<file path="src/rtl/gpu_ucode_sequencer_pkg.sv">
// Shared definitions for the GPU microcode sequencer: uop field layout,
// opcode constants, sequencer state encodings and small decode helpers.
package gpu_ucode_sequencer_pkg;

  // Uop field layout: opcode in the top bits, jump target below it
  localparam int op_w    = 5;
  localparam int op_msb  = 19;
  localparam int op_lsb  = 15;
  localparam int tgt_msb = 14;
  localparam int tgt_lsb = 0;

  // Control-flow opcodes, resolved inside the sequencer
  localparam logic [op_w-1:0] op_gnop   = 5'h00;
  localparam logic [op_w-1:0] op_ggoto  = 5'h01;
  localparam logic [op_w-1:0] op_gjz    = 5'h02;
  localparam logic [op_w-1:0] op_gjnz   = 5'h03;

  // Long-latency opcodes, which hold the sequencer until the execute unit is done
  localparam logic [op_w-1:0] op_grvmem = 5'h04;
  localparam logic [op_w-1:0] op_gwbg   = 5'h05;

  // Single-issue ALU opcodes
  localparam logic [op_w-1:0] op_gwrl   = 5'h06;
  localparam logic [op_w-1:0] op_gsubl  = 5'h07;
  localparam logic [op_w-1:0] op_gaddl  = 5'h08;
  localparam logic [op_w-1:0] op_gandl  = 5'h09;
  localparam logic [op_w-1:0] op_gorl   = 5'h0A;
  localparam logic [op_w-1:0] op_gxorl  = 5'h0B;
  localparam logic [op_w-1:0] op_gmovl  = 5'h0C;

  // Highest defined opcode; anything above it is treated as a no-op
  localparam logic [op_w-1:0] op_last   = op_gmovl;

  typedef enum logic [1:0] {
    st_idle,
    st_fetch,
    st_issue,
    st_wait
  } seq_state_t;

  // True for opcodes the sequencer consumes itself (including undefined ones)
  function automatic logic is_control(input logic [op_w-1:0] op);
    return (op == op_gnop) || (op == op_ggoto) || (op == op_gjz) ||
           (op == op_gjnz) || (op > op_last);
  endfunction

  // True for opcodes whose completion is signalled later by the execute unit
  function automatic logic is_long(input logic [op_w-1:0] op);
    return (op == op_grvmem) || (op == op_gwbg);
  endfunction

endpackage

</file>
<file path="src/rtl/gpu_branch_resolve.sv">
// Next-PC selection for control-flow uops seen during FETCH. Anything that
// is not a taken jump simply advances the PC, wrapping modulo 2^ADDR_W.
module gpu_branch_resolve
  import gpu_ucode_sequencer_pkg::*;
#(
  parameter int ADDR_W = 8,
  parameter int TGT_W  = 15
) (
  input  logic [op_w-1:0]   op,
  input  logic [TGT_W-1:0]  target,
  input  logic [ADDR_W-1:0] pc,
  input  logic              zero_flag,
  output logic [ADDR_W-1:0] next_pc
);

  logic [ADDR_W-1:0] pc_inc;
  logic [ADDR_W-1:0] jump_pc;
  logic              unused_target_hi;

  assign pc_inc           = pc + ADDR_W'(1);
  assign jump_pc          = target[ADDR_W-1:0];
  assign unused_target_hi = ^target[TGT_W-1:ADDR_W];

  // Pick the jump target for taken branches, otherwise fall through
  always_comb begin
    next_pc = pc_inc;
    case (op)
      op_ggoto: next_pc = jump_pc;
      op_gjz:   if (zero_flag)  next_pc = jump_pc;
      op_gjnz:  if (!zero_flag) next_pc = jump_pc;
      default:  next_pc = pc_inc;
    endcase
  end

endmodule

</file>
<file path="src/rtl/gpu_ucode_sequencer.sv">
// GPU microcode sequencer: walks the microcode ROM, resolves control-flow
// uops internally, issues everything else one at a time to the execute
// unit, and stalls on memory/writeback uops until the execute unit is done.
module gpu_ucode_sequencer
  import gpu_ucode_sequencer_pkg::*;
#(
  parameter int                ADDR_W   = 8,
  parameter int                UOP_W    = 20,
  parameter int                OP_W     = 5,
  parameter logic [ADDR_W-1:0] RESET_PC = '0
) (
  input  logic              iClock,
  input  logic              iReset,
  input  logic              iEnable,
  output logic [ADDR_W-1:0] oAddr,
  input  logic [UOP_W-1:0]  iUop,
  input  logic              iZeroFlag,
  input  logic              iDone,
  output logic [UOP_W-1:0]  oUop,
  output logic              oUopValid,
  output logic              oWaiting
);

  localparam int TGT_W = UOP_W - OP_W;

  seq_state_t        state;
  logic [ADDR_W-1:0] pc_q;
  logic [ADDR_W-1:0] branch_pc;
  logic [UOP_W-1:0]  uop_q;
  logic              valid_q;
  logic              waiting_q;
  logic [OP_W-1:0]   fetch_op;
  logic [OP_W-1:0]   issue_op;

  assign fetch_op = iUop[UOP_W-1 -: OP_W];
  assign issue_op = uop_q[UOP_W-1 -: OP_W];

  gpu_branch_resolve #(
    .ADDR_W (ADDR_W),
    .TGT_W  (TGT_W)
  ) u_branch (
    .op        (fetch_op),
    .target    (iUop[TGT_W-1:0]),
    .pc        (pc_q),
    .zero_flag (iZeroFlag),
    .next_pc   (branch_pc)
  );

  // Sequencer FSM; dropping iEnable returns to IDLE from any state
  always_ff @(posedge iClock or negedge iReset) begin
    if (!iReset) begin
      state     <= st_idle;
      pc_q      <= RESET_PC;
      uop_q     <= '0;
      valid_q   <= 1'b0;
      waiting_q <= 1'b0;
    end else if (!iEnable) begin
      state     <= st_idle;
      pc_q      <= RESET_PC;
      valid_q   <= 1'b0;
      waiting_q <= 1'b0;
    end else begin
      case (state)
        st_idle: begin
          pc_q  <= RESET_PC;
          state <= st_fetch;
        end
        st_fetch: begin
          if (is_control(fetch_op)) begin
            pc_q <= branch_pc;
          end else begin
            uop_q   <= iUop;
            valid_q <= 1'b1;
            state   <= st_issue;
          end
        end
        st_issue: begin
          pc_q    <= pc_q + ADDR_W'(1);
          valid_q <= 1'b0;
          if (is_long(issue_op)) begin
            waiting_q <= 1'b1;
            state     <= st_wait;
          end else begin
            state <= st_fetch;
          end
        end
        st_wait: begin
          if (iDone) begin
            waiting_q <= 1'b0;
            state     <= st_fetch;
          end
        end
        default: begin
          state     <= st_idle;
          pc_q      <= RESET_PC;
          valid_q   <= 1'b0;
          waiting_q <= 1'b0;
        end
      endcase
    end
  end

  // The issue strobe is gated by iEnable so a falling enable suppresses it at once
  assign oAddr     = pc_q;
  assign oUop      = uop_q;
  assign oUopValid = valid_q & iEnable;
  assign oWaiting  = waiting_q;

endmodule

</file>
<file path="config.mk">
export PLATFORM = sky130hd
export DESIGN_NAME = gpu_ucode_sequencer
export DESIGN_NICKNAME = d
export VERILOG_FILES = /design/src/rtl/gpu_ucode_sequencer_pkg.sv /design/src/rtl/gpu_branch_resolve.sv /design/src/rtl/gpu_ucode_sequencer.sv
export SDC_FILE = /design/constraint.sdc
export NUM_CORES = 1
export LEC_CHECK = 0
export BUFFER_PORTS_ARGS = -buffer_cell sky130_fd_sc_hd__buf_4
export CAP_MARGIN = 20
export CORE_MARGIN = 10
export CORE_UTILIZATION = 49
export DETAILED_ROUTE_END_ITERATION = 16
export PLACE_DENSITY = 0.78
export SYNTH_ARGS = -nofsm -noshare
export SYNTH_HDL_FRONTEND = slang
export SYNTH_SLANG_ARGS = --single-unit
export TNS_END_PERCENT = 30
</file>
<file path="constraint.sdc">
create_clock -name iClock -period 2 [get_ports iClock]
set_input_delay 0 -clock iClock [delete_from_list [all_inputs] [get_ports iClock]]
set_output_delay 0 -clock iClock [all_outputs]
set_load 0.01 [all_outputs]
</file>
==> results.md, run 1 <==
- Fin crit share: 95.2%
- Rel. slew slack: 72.4%
- Adder-Cell Fraction of Synth Area: 3.90%
- Effective utilization at floorplan: 51.7%
- Row count: 20
- DR vias: 1446
- Top FF cell, synth: dfrtp_1
- Hold path start: iDone
- Post-Syn Nets: 174
- Total track usage: 14.7%
- Synth Area in Simple Gates: 12.9%
- Drt first pass iters: 4
- Die ar.: 5970 um2
- Fill count: 226
- Final setup TNS: 0 ns
- HP Class: in -> reg
- Switching Share: 29.3%
- Tmin final: 1.90 ns
- Final Hold Viols: 0
- Crit Path Max Fanout: 7
- Pleak: 1.11 nW
- Vias in the first global route: 1538
- Largest family of logic cells by synthesized area: compound AO/OA/AOI/OAI gates
- Total Nets Final: 260
- Hold_ws: 0.0163 ns
- Reg2Reg Capture Point: oAddr[2]
- Min-Delay Path Depth: 3
- Clock skew: 0.0124 ns
- Mapped cell area: 1610 um2
- Pint: 1.29 mW
- Syn. warnings: 0
- CP most frequent cell: o21ai_0
- Setup violations, final: 0
- Total power density per cell area: 767 nW/um2
- Clock Path Buffers: 2
- CTS tree: built
- Worst R2R Start: state[0]
- Synth async-reset ratio: 100%
- CTS Sinks: 32
- Slew Limit Fails: 0
- Crit path kind: reg -> reg
- I/O pin total: 55
- Reg-to-reg slack, setup: 0.1 ns
- Worst Hold End: oWaiting
- Core ar.: 3100 um2
- XOR/XNOR Fraction of Synth Area: 0%
- CTS Buf Count: 5
- Worst path cell trace: inv_1 -> ha_1 -> nor4_1 -> o21ai_0 -> nor3b_4 -> buf_4 -> a32oi_1 -> o21ai_0
- I/O Buffers: 54
- Largest net degree at the start of global routing: 33
- Horiz. Die Dim: 77.2 um
- Crit path arrival time: 2.13 ns
- CTS Root Cell: clkbuf_4
- Largest stage delay, worst path: 0.37 ns
- Critical path's slowest cell: dfrtp_1
- Area delta synth->final: 48.2%
- WP data required: 2.22 ns
- Critical path capture point type: flip-flop
- Worst-Skew Late Latency: 0.34 ns
- Yosys cell types: 35
- Syn avg cell area: 11.1 um2
- R2R depth: 8
- Seq/Total Area, Yosys: 49.9%
- CP startpoint kind: flip-flop
- P_sw: 0.534 mW
- Worst-path clk slew: 0.11 ns
- Maximum vdd drop: 0.538 mV
- DRT antenna net count: 0
- Clock Power Share: 23.2%
- HPWL Detailed: 3.03 mm
- Maximum clock frequency: 525 MHz
- Slew @ Worst Pin: 0.414 ns
- Status: completed
- Mapped Cells: 144
- DIE HEIGHT: 77.2 um
- EDFF count, synth: 0
- Avg WL per Cell: 16.1 um
- Vias per cell: 5.28
- Yosys reg bits: 32
- # diodes: 0
- Grt ovf: 0
- GP Congestion: 0.781
- Synth Area in Compound Gates: 14.7%
- Mux contribution to synthesized area: 14.0%
- Flop pwr share: 45.9%
- Initial antenna violation count: 0
- Max-cap violations: 0
- Share of layout cells above drive strength 1: 40.0%
- WL final: 4.41 mm
- Logic gate share of total power: 30.9%
- # DRC: 0
- Starting DRT DRC Count: 89
- First-pass GRT wire length: 7.27 mm
- H-tree levels: 2
per-stage QoR:
| stage | utilization (%) | worst slack (ns) | cells | instance area (um2) | total power, mW |
|---|---|---|---|---|---|
| global route | 76.7 | -0.00581 | 274 | 2380 | 1.93 |
| finish | 76.7 | 0.0966 | 274 | 2380 | 1.82 |
| CTS | 75.5 | 0.0295 | 271 | 2340 | 1.82 |
| detailed placement | 66.5 | -0.129 | 243 | 2060 | 1.37 |
| global placement | 66.5 | 0.0256 | 243 | 2060 | 1.35 |
| floorplan | - | 0.288 | 144 | 1610 | 1.08 |
layout make-up:
cell class | instances | area, um2 | area share [%]
repair buffers | 82 | 668 | 28.1
multi-input cells | 98 | 748 | 31.5
flip-flops and latches | 32 | 801 | 33.7
well taps | 44 | 55.1 | 2.31
clock buffers | 7 | 65.1 | 2.74
inverters | 11 | 41.3 | 1.74
power groups by stage:
stage | combinational (mW) | sequential (mW) | clock [mW]
floorplan | 0.179 | 0.897 | 0
global placement | 0.512 | 0.840 | 0
CTS | 0.556 | 0.841 | 0.425
finish | 0.563 | 0.837 | 0.423
global route | 0.619 | 0.857 | 0.456
detailed placement | 0.522 | 0.850 | 0
sequential cells by signal (all words and copies together), names as in the netlist:
name and cells:
oAddr 8, oUop 20, oWaiting 1, state 2, valid_q 1
timing repair:
action / in CTS / in global routing
endpoints found under the hold margin: 63 / 0
hold buffers: 21 / 0
pin swaps: 0 / 0
resized for setup: 1 / 2
endpoints found under the setup margin: 8 / 8
buffers inserted: 0 / 3
cell usage after synthesis (5+ instances only):
library cell | n | area [um2]
inv_1 | 11 | 41.3
ha_1 | 5 | 62.6
nor2_1 | 11 | 41.3
a21oi_1 | 7 | 35.0
dfrtp_1 | 32 | 801
o21ai_0 | 7 | 35.0
a22oi_1 | 5 | 37.5
nand2_1 | 6 | 22.5
mux2_2 | 19 | 214
critical path: cells and delay by family, from the launching register on:
kind / cells / cell delay, ns
buffers and inverters: 2 / 0.24
adders and majority gates: 1 / 0.29
and+or+nand+nor: 2 / 0.44
AOI/OAI and AO/OA: 3 / 0.44
DFF: 1 / 0.37
metal layers:
layer | up-vias | part of all wire [%] | GRT usage (%)
met1 | 710 | 40 | 15.3
met4 | 0 | 1.0 | 3.83
met2 | 38 | 51 | 25.3
met5 | - | 0 | 0
li1 | 693 | - | -
met3 | 5 | 8.5 | 7.58
cells in the final DEF, fill, tap and decap left out, types with 5 or more instances in the layout:
master	synthesis	layout
nor2_1	11	11
dlygate4sd3_1	0	21
a22oi_1	5	5
o21ai_0	7	7
clkbuf_4	0	5
buf_4	0	61
dfrtp_1	32	32
mux2_2	19	19
nand2_1	6	6
inv_1	11	11
a21oi_1	7	7
logic make-up after synthesis:
family	after synthesis
buffers and inverters	14
AND/OR/NAND/NOR	38
adder cells (fa/ha/maj)	5
multiplexers	20
flip-flops	32
AO/OA/AOI/OAI	35
how the worst max path moves through the flow:
stage                  start        to  cells after the start
finish              state[0]  oAddr[2]                      8
global route        state[0]  oAddr[2]                      8
CTS                 state[0]  oAddr[2]                      7
detailed placement  state[0]  oAddr[2]                      7
global placement    state[0]  oAddr[5]                      7
floorplan           state[0]  oAddr[1]                      8
Power figures use the tool's default switching activity.
==> inputs of run 2 (changes only) <==
--- a/config.mk
+++ b/config.mk
@@ -9,2 +9,3 @@
 export CAP_MARGIN = 20
+export CORE_ASPECT_RATIO = 0.5
 export CORE_MARGIN = 10
--- a/constraint.sdc
+++ b/constraint.sdc
@@ -3,2 +3,2 @@
 set_output_delay 0 -clock iClock [all_outputs]
-set_load 0.01 [all_outputs]
+set_load 0.05 [all_outputs]
==> results.md, run 2 (synthesis gave the netlist of run 1 again) <==
- # diodes: 0 (unchanged)
- CTS Sinks: 32 (unchanged)
- Vias in the first global route: 1438 (-6.5%)
- Clock Path Buffers: 2 (unchanged)
- DRT antenna net count: 0 (unchanged)
- # DRC: 0 (unchanged)
- Largest net degree at the start of global routing: 33 (unchanged)
- DIE HEIGHT: 60.5 um (-22%)
- Crit path arrival time: 2.03 ns (-0.10 ns)
- Largest stage delay, worst path: 0.42 ns (+0.05 ns)
- Initial antenna violation count: 0 (unchanged)
- Post-layout util: 77.9% (+1.3 points)
- Drt first pass iters: 4 (unchanged)
- Most frequent cells in the layout: 58 x buf_4, 32 x dfrtp_1, 20 x dlygate4sd3_1, 19 x mux2_2
- Rel. slew slack: 68.9% (-3.6 points)
- Area delta synth->final: 48.8%
- Tmin final: 1.88 ns (-0.0263 ns)
- Worst path cell trace: inv_1 -> ha_2 -> inv_1 -> o311ai_4 -> buf_4 -> nor3b_4 -> a32oi_1 -> o21ai_0
- Final Hold Viols: 0 (unchanged)
- Status: completed
- RSZ-0062 raised after global routing: false
- Hold path start: iUop[18]
- Die ar.: 6100 um2 (+2.3%)
- Crit path kind: reg -> reg
- Fin crit share: 93.9% (-1.3 points)
- CP most frequent cell: inv_1
- Avg WL per Cell: 16.7 um (+3.7%)
- Worst-path clk slew: 0.06 ns (-0.05 ns)
- Worst setup path start: state[1]
- HPWL Detailed: 3.10 mm (+2.6%)
- Slew Limit Fails: 0 (unchanged)
- HP Class: in -> reg
- Worst R2R Start: state[1]
- Total power density per cell area: 966 nW/um2 (+26%)
- GP Congestion: 0.795 (+1.7%)
- First-pass GRT wire length: 7.03 mm (-3.2%)
- Max reg flops: 20 (unchanged)
- Commonest non-fill, non-tap cell in the layout: buf_4
- Pleak: 1.11 nW (-0.50%)
- Setup violations, final: 0 (unchanged)
- Total Nets Final: 257 (-1.2%)
- CP startpoint kind: flip-flop
- Horiz. Die Dim: 101 um (+31%)
- Core ar.: 3070 um2 (-1.2%)
- Total track usage: 14.3% (-0.31 points)
- Maximum clock frequency: 533 MHz (+1.4%)
- Share of layout cells above drive strength 1: 40.5% (+0.53 points)
- Grt ovf: 0 (unchanged)
- WP data required: 2.15 ns (-0.07 ns)
- Crit Path Max Fanout: 7 (unchanged)
- Effective utilization at floorplan: 52.4% (+0.63 points)
- Fill count: 197 (-13%)
- Vias per cell: 5.41 (+2.5%)
- Critical path's slowest cell: dfrtp_1
- WL final: 4.46 mm (+1.1%)
- Max-cap violations: 0 (unchanged)
- Starting DRT DRC Count: 43 (-52%)
- I/O Buffers: 54 (unchanged)
- Clock skew: 0.00945 ns (-0.00291 ns)
- DR vias: 1444 (-0.14%)
- CTS Buf Count: 5 (unchanged)
- CTS Root Cell: clkbuf_8
- Critical path capture point type: flip-flop
- Slew @ Worst Pin: 0.465 ns (+0.0512 ns)
- Worst-Skew Late Latency: 0.28 ns (-0.06 ns)
- I/O pin total: 55 (unchanged)
- H-tree levels: 2 (unchanged)
- Maximum vdd drop: 0.616 mV (+15%)
- PnR Total Power: 2.31 mW (+27%)
- Row count: 14 (-30%)
- CTS tree: built
[run 2: cell count changes in the layout (fill, tap and decap cells not counted), sizes merged]
cell / previous run / this run
dlygate4sd3: 21 / 20
buf: 61 / 58
nor3b: 2 / 3
[run 2: path summary, 6_finish.rpt]
kind | endpoint | slack, ns | cells past startpoint
max in group asynchronous | oUop[0] | 1.49 | 2
min reg2reg | oUop[14] | 0.51 | 1
min | oUop[18] | 0.009 | 2
max | oAddr[2] | 0.12 | 8
max reg2reg | oAddr[2] | 0.12 | 8
min in group asynchronous | oAddr[3] | 0.22 | 2
[run 2: area by class of cell]
class	instances	area (um2)	share of cell area [%]
tap	40	50.0	2.10
clock buffer	7	96.3	4.03
timing repair buffer	78	636	26.6
multi-input combinational	99	764	32.0
inverter	11	41.3	1.73
sequential	32	801	33.5
[run 2: through the flow]
stage / TNS, ns / cell area [um2] / setup slack [ns] / hold WS (ns) / cells
2_1_floorplan: 0 / 1610 / 0.288 / -0.296 / 144
3_3_place_gp: 0 / 2050 / 0.0729 / -0.0376 / 238
3_5_place_dp: -0.0626 / 2050 / -0.0304 / -0.0349 / 238
4_1_cts: 0 / 2350 / 0.104 / 0.00216 / 265
5_1_grt: 0 / 2390 / 0.00870 / 0.0124 / 267
6_report: 0 / 2390 / 0.123 / 0.00906 / 267
[run 2: per-layer routing]
metal	GRT usage, %	wire length, um	vias to the layer above
met2	24.9	2260	51
met1	16.3	1810	708
met4	5.33	52	0
met5	0	0	-
met3	5.10	338	4
li1	-	-	681
[run 2: report_power, final]
part | leakage, nW | total (mW) | internal [mW] | switching, mW
clock | 0.0503 | 0.530 | 0.306 | 0.224
sequential | 0.408 | 0.838 | 0.768 | 0.0699
combinational | 0.650 | 0.940 | 0.330 | 0.610
total | 1.11 | 2.31 | 1.40 | 0.904
[run 2: what timing repair did]
item,in CTS,in global routing
gates cloned,0,1
hold buffers,20,0
resized for setup,1,5
pin swaps,0,2
endpoints found under the hold margin,61,0
setup buffers,0,1
setup endpoints to repair,6,7
[run 2: critical path, delay by kind of cell, from the launching register on]
| family | cells | cell delay (ns) |
|---|---|---|
| adders and majority gates | 1 | 0.26 |
| DFF | 1 | 0.42 |
| and+or+nand+nor | 1 | 0.06 |
| buffers and inverters | 3 | 0.40 |
| AOI/OAI and AO/OA | 3 | 0.61 |
